[src/rtl/mem_arbiter.sv]
// mem_arbiter: two-port round-robin arbiter in front of a single memory.
// Each port issues refill reads (rreq/raddr) and write-through byte writes
// (wreq/waddr/wdata). Exactly one transaction is outstanding at a time.
// Ports:
//   clk, reset (sync, active-low)
//   p0_/p1_ rreq, raddr, wreq, waddr, wdata   : requester inputs
//   p0_/p1_ rdata, rvalid, wack               : requester responses
//   mem_rreq, mem_raddr, mem_rdata, mem_rvalid: memory read channel
//   mem_wreq, mem_waddr, mem_wdata, mem_wack  : memory write channel
//   gnt                                       : one-hot current owner
module mem_arbiter #(
  parameter int ADDR_W = 13,
  parameter int LINE_W = 32
) (
  input  logic              clk,
  input  logic              reset,
  input  logic              p0_rreq,
  input  logic [ADDR_W-1:0] p0_raddr,
  input  logic              p0_wreq,
  input  logic [ADDR_W-1:0] p0_waddr,
  input  logic [7:0]        p0_wdata,
  input  logic              p1_rreq,
  input  logic [ADDR_W-1:0] p1_raddr,
  input  logic              p1_wreq,
  input  logic [ADDR_W-1:0] p1_waddr,
  input  logic [7:0]        p1_wdata,
  output logic [LINE_W-1:0] p0_rdata,
  output logic              p0_rvalid,
  output logic              p0_wack,
  output logic [LINE_W-1:0] p1_rdata,
  output logic              p1_rvalid,
  output logic              p1_wack,
  output logic              mem_rreq,
  output logic [ADDR_W-1:0] mem_raddr,
  input  logic [LINE_W-1:0] mem_rdata,
  input  logic              mem_rvalid,
  output logic              mem_wreq,
  output logic [ADDR_W-1:0] mem_waddr,
  output logic [7:0]        mem_wdata,
  input  logic              mem_wack,
  output logic [1:0]        gnt
);

  typedef enum logic [1:0] {IDLE, READ, WRITE, DONE} state_t;

  state_t state;
  logic   last_gnt;  // index of the port served most recently
  logic   cur;       // index of the port owning the current transaction

  logic              pend0;
  logic              pend1;
  logic              pick;
  logic              sel_wreq;
  logic [ADDR_W-1:0] sel_raddr;
  logic [ADDR_W-1:0] sel_waddr;
  logic [7:0]        sel_wdata;

  always_comb begin
    pend0 = p0_rreq | p0_wreq;
    pend1 = p1_rreq | p1_wreq;
    // On a tie the port that did not go last wins.
    if (pend0 && pend1) pick = ~last_gnt;
    else                pick = pend1;
    sel_wreq  = pick ? p1_wreq  : p0_wreq;
    sel_raddr = pick ? p1_raddr : p0_raddr;
    sel_waddr = pick ? p1_waddr : p0_waddr;
    sel_wdata = pick ? p1_wdata : p0_wdata;
  end

  always_ff @(posedge clk) begin
    if (!reset) begin
      state     <= IDLE;
      last_gnt  <= 1'b1;
      cur       <= 1'b0;
      gnt       <= '0;
      p0_rdata  <= '0;
      p1_rdata  <= '0;
      p0_rvalid <= 1'b0;
      p1_rvalid <= 1'b0;
      p0_wack   <= 1'b0;
      p1_wack   <= 1'b0;
      mem_rreq  <= 1'b0;
      mem_raddr <= '0;
      mem_wreq  <= 1'b0;
      mem_waddr <= '0;
      mem_wdata <= '0;
    end else begin
      p0_rvalid <= 1'b0;
      p1_rvalid <= 1'b0;
      p0_wack   <= 1'b0;
      p1_wack   <= 1'b0;
      case (state)
        IDLE: begin
          if (pend0 || pend1) begin
            cur <= pick;
            gnt <= pick ? 2'b10 : 2'b01;
            // Write beats read within the granted port.
            if (sel_wreq) begin
              mem_wreq  <= 1'b1;
              mem_waddr <= sel_waddr;
              mem_wdata <= sel_wdata;
              state     <= WRITE;
            end else begin
              mem_rreq  <= 1'b1;
              mem_raddr <= sel_raddr;
              state     <= READ;
            end
          end
        end
        READ: begin
          if (mem_rvalid) begin
            mem_rreq <= 1'b0;
            gnt      <= '0;
            if (cur) begin
              p1_rdata  <= mem_rdata;
              p1_rvalid <= 1'b1;
            end else begin
              p0_rdata  <= mem_rdata;
              p0_rvalid <= 1'b1;
            end
            state <= DONE;
          end
        end
        WRITE: begin
          if (mem_wack) begin
            mem_wreq <= 1'b0;
            gnt      <= '0;
            if (cur) p1_wack <= 1'b1;
            else     p0_wack <= 1'b1;
            state <= DONE;
          end
        end
        DONE: begin
          // One dead cycle so the finished requester's request can drop.
          last_gnt <= cur;
          state    <= IDLE;
        end
        default: state <= IDLE;
      endcase
    end
  end

endmodule

[config.mk]
export PLATFORM = sky130hd
export DESIGN_NAME = mem_arbiter
export DESIGN_NICKNAME = d
export VERILOG_FILES = /design/src/rtl/mem_arbiter.sv
export SDC_FILE = /design/constraint.sdc
export NUM_CORES = 1
export LEC_CHECK = 0
export CAP_MARGIN = 20
export CORE_ASPECT_RATIO = 0.5
export CORE_MARGIN = 1
export CORE_UTILIZATION = 44
export CTS_BUF_LIST = sky130_fd_sc_hd__clkbuf_4
export DETAILED_ROUTE_END_ITERATION = 16
export PLACE_DENSITY = 0.89
export SLEW_MARGIN = 0
export SYNTH_ARGS = -nofsm -noshare
export SYNTH_HDL_FRONTEND = slang
export SYNTH_SLANG_ARGS = --single-unit
[constraint.sdc]
create_clock -name clk -period 4.9 [get_ports clk]
set_input_delay 0.735 -clock clk [delete_from_list [all_inputs] [get_ports clk]]
set_output_delay 0.735 -clock clk [all_outputs]
set_load 0.03 [all_outputs]
== Word level (Yosys, flattened, before mapping) ==
Index checks and enable logic that the tools add are counted.
Word-level totals
  logic and storage cells: 70
  register bits: 110
  input port bits: 108
Operators by class
  bitwise logic cells: 5
  eq/ne operators: 8
  muxes and demuxes: 25
  reductions and logical operators: 17
Operators by type and width (count)
  13-bit two-way mux: 2
  3-bit AND reduction: 7
  2-bit two-way mux: 8
  4-bit AND reduction: 3
  1-bit two-way mux: 10
  2-bit != test, second input constant: 5
  8-bit two-way mux: 1
  2-bit case mux with 4 select lines: 1
  2-bit case mux with 3 select lines: 1
  2-bit == test, second input constant: 2
  1-bit case mux with 2 select lines: 2
  2-bit nonzero test: 2
  1-bit NOT: 3
  3-bit nonzero test: 1
  2-bit by 1-bit == test with 1-bit output, second input constant: 1
  2-bit logical NOT: 1
  1-bit bitwise OR: 2
  2-bit AND reduction: 1
  1-bit logical AND: 1
  1-bit logical OR: 1

== Logic depth before layout (Yosys ltp) ==
  depth after elaboration: 7
  gate-level depth with buffers: 8

== Least setup slack after synthesis ==
Ideal clock, no wire load.
  path kind: input to register
  start point: input port p1_wreq
  end point: register mem_rreq
  slack: 2955 ps
  stages on the path: 5
  path buffers: 1
  arrival: 1829 ps
  library setup time: 116 ps
  path through: or3b_1 o211a_1 buf_4 a211o_1 a31o_1
Between the ends
  word-level cells in the longest chain between the ends: 6
  elaborated cells between the ends (all ways): 8
  those cells by class: eq/ne (2); mux (2); bitwise (1); reduce/logical (3)
Ends and longest elaborated chain
  start, declared: RTL line 24  | input logic p1_wreq,
  1-bit bitwise OR: RTL line 60  | pend1 = p1_rreq | p1_wreq;
  1-bit logical AND: RTL line 62  | if (pend0 && pend1) pick = ~last_gnt;
  1-bit two-way mux: RTL line 62
  1-bit two-way mux: RTL line 64  | sel_wreq = pick ? p1_wreq : p0_wreq;
  2-bit != test (no line)
  4-bit AND reduction (no line) *
  end signal, assigned: RTL line 82  | mem_rreq <= 1'b0;
  end signal, assigned: RTL line 104  | mem_rreq <= 1'b1;
  end signal, assigned: RTL line 112  | mem_rreq <= 1'b0;
  end, declared: RTL line 33  | output logic mem_rreq,
Mark *: on every way between the ends. The rest lies on a longest branch, timed or not.
A chain may end at the register's enable or synchronous reset.

== Worst setup path after layout ==
  start point: input port reset
  end point: register p1_rdata[6]
RTL lines
  start, declared: RTL line 16  | input logic reset,
  end signal, assigned: RTL line 115  | p1_rdata <= mem_rdata;
  end, declared: RTL line 30  | output logic [LINE_W-1:0] p1_rdata,
No word-level cell between the ends.

==> key figures <==
Outcome
  – Status: finished clean

Global routing
  – Initial antenna violation count: 0
  – GRT Util Overall: 25.4%
  – Largest net degree at the start of global routing: 60
  – Vias in the first global route: 4236
  – Remaining Overflow, GRT: 0
  – First-pass GRT wire length: 20200 um

Detailed routing
  – Via count: 4452
  – WL final: 12600 um
  – DR WL/cell: 14.7 um
  – Antenna-violating nets left: 0
  – DRT Pass-1 Iters: 5
  – DRT iter0 DRCs: 295
  – Vias/cell: 5.22
  – # DRC: 0

Clock network
  – CTS Hold Bufs: 0
  – Clk buf depth: 2
  – Clk slew on worst S/H paths: 180 ps
  – CTS tree: yes
  – Post-CTS Resized: 0
  – Worst skew pair latency: 470 ps
  – Num CTS Buffers: 9
  – Num Clock Sinks: 110
  – CTS root buf: clkbuf_4
  – Postcts setup bufs: 0
  – CTS H-tree lvls: 3

Yosys
  – Post-synth EDFFs: 0
  – Syn Inst Count: 536
  – Cell area after synthesis: 0.00422 mm2
  – Register area share after synthesis: 52.1%
  – Yosys warning total: 0
  – Synth Area per Inst: 7.88 um2
  – Predominant post-synthesis flop cell: dfxtp_1
  – Ys async rst share: 0%
  – Synth Net Count: 649
  – Library cells used by synthesis: 36
  – #FFs+latches synth: 110

Setup path
  – Worst R2R Setup Slack: 2760 ps
  – Crit-path max cell delay: 950 ps
  – Critical path class: input port to flop
  – Worst reg2reg startpoint: state[0]
  – CP max stage cell: inv_2
  – Worst-path fanout max: 59
  – Cells along the critical path: clkdlybuf4s50_1 -> inv_2 -> buf_4 -> a21oi_1
  – Setup crit end kind: flop
  – WP data required: 5280 ps
  – Critical path arrival: 3060 ps
  – RR Endpoint: mem_raddr[6]
  – Worst setup SP type: input port
  – Reg2Reg Depth: 7

STA
  – Tightest Pin Transition: 997 ps
  – Final Max Slew Viols: 0
  – Min Tclk post-route: 2680 ps
  – Period utilization: 54.8%
  – RSZ-0062 raised after global routing: no
  – Final Setup Violations: 0
  – Hold Violations, Final: 0
  – Clock skew: 12.6 ps
  – Max frequency: 0.373 GHz
  – Relative slew slack: 33.4%
  – TNS Setup: 0 ps

Floorplanning
  – Die width: 141 um
  – IO Count: 214
  – Area of the core: 0.00901 mm2
  – Initial core utilization: 46.9%
  – Die Height: 71.3 um
  – Row count: 24
  – Die Area: 0.0100 mm2

Hold path
  – Worst hold path depth: 2
  – Min-Delay Path Class: flop to flop
  – Hold path startpoint: p0_rdata[1]
  – Worst Hold Path EP: p0_rdata[1]

Cells and area
  – Most common cell after layout, fill and taps aside: clkdlybuf4s50_1
  – Commonest cells after routing, fill and taps aside: clkdlybuf4s50_1 (213), nand2_1 (199), dfxtp_1 (110), a21oi_1 (69), o21ai_0 (26)
  – ANT cells: 0
  – FILL cells: 696
  – Area grow syn2layout: 56.3%
  – Share of cells above drive strength 1: 4.62%
  – Layout net count: 844

Placed design
  – RePlAce Congestion: 0.766
  – Dpl hpwl: 8950 um
  – IO Port Bufs: 213

Job
  – Max_cap viols: 0

Power and ir drop
  – PnR Total Power: 2.68 mW
  – Static Leak: 2.34 nW
  – Peak supply drop: 0.320 mV
  – PwrDens: 407 mW/mm2
-- how the worst max path moves through the flow --
| stage | start | to | depth (start not counted) |
|---|---|---|---|
| 2_1_floorplan | p1_wreq | mem_rreq | 5 |
| 3_3_place_gp | reset | p1_rdata[8] | 4 |
| 3_5_place_dp | reset | p1_rdata[6] | 4 |
| 4_1_cts | reset | p1_rdata[6] | 4 |
| 5_1_grt | reset | p1_rdata[19] | 4 |
| 6_report | reset | p1_rdata[6] | 4 |
-- cell families after synthesis --
kind of cell | synth area share, %
buffers and inverters | 4.47
and+or+nand+nor | 22.2
muxes | 0.237
DFF | 52.1
AOI/OAI and AO/OA | 19.5
adders and majority gates | 1.48
-- area by class of cell --
cell class	count	area (um2)	share of cell area, %
multi-input cells	380	1840	27.9
clock buffers	9	67.6	1.02
repair buffers	223	2250	34.0
flip-flops and latches	110	2200	33.4
clock inverters	7	71.3	1.08
well taps	117	146	2.22
inverters	7	26.3	0.398
-- Yosys cell counts (2+ instances only) --
cell / count / area [um2]
nor3_1: 16 / 80.1
a311oi_1: 13 / 114
a21oi_1: 69 / 345
nor4_1: 2 / 12.5
nor2_1: 5 / 18.8
nor2b_1: 2 / 12.5
clkbuf_1: 31 / 116
dfxtp_1: 110 / 2200
buf_4: 3 / 22.5
ha_1: 5 / 62.6
a31oi_1: 21 / 131
or4_1: 2 / 15.0
a211oi_1: 2 / 15.0
nand2_1: 199 / 747
o21ai_0: 26 / 130
inv_1: 5 / 18.8
buf_2: 4 / 20.0
nand3_1: 3 / 15.0
-- stage by stage --
stage	cell area (um2)	utilization [%]	std cells	hold WS (ps)	worst slack, ps
after floorplan	4220	-	536	486	2960
after global placement	6410	71.1	835	442	1750
after CTS	6580	73.0	852	466	2240
final	6600	73.3	853	466	2220
after global routing	6600	73.3	853	485	2020
after detailed placement	6440	71.4	836	447	1700
-- routing by layer --
layer	wire (um)	GRT usage (%)
met1	5080	28.9
met2	6360	46.2
met3	748	6.82
met4	356	10.5
met5	0	0
-- critical path, delay by kind of cell --
family | cells | cell delay (ps)
AOI/OAI and AO/OA | 1 | 80
buffers and inverters | 3 | 2210
-- flip-flops by register name, indices dropped and copies added (netlist names), 2 cells and up --
name,cells
state,2
mem_waddr,13
gnt,2
p0_rdata,32
mem_wdata,8
p1_rdata,32
mem_raddr,13
-- report_power, final --
| group | switching [mW] | total, mW | internal, mW |
|---|---|---|---|
| Clock | 0.329 | 0.454 | 0.125 |
| Combinational | 0.648 | 1.12 | 0.469 |
| Sequential | 0.0786 | 1.11 | 1.04 |
| Total | 1.06 | 2.68 | 1.63 |
Power figures use the tool's default switching activity.
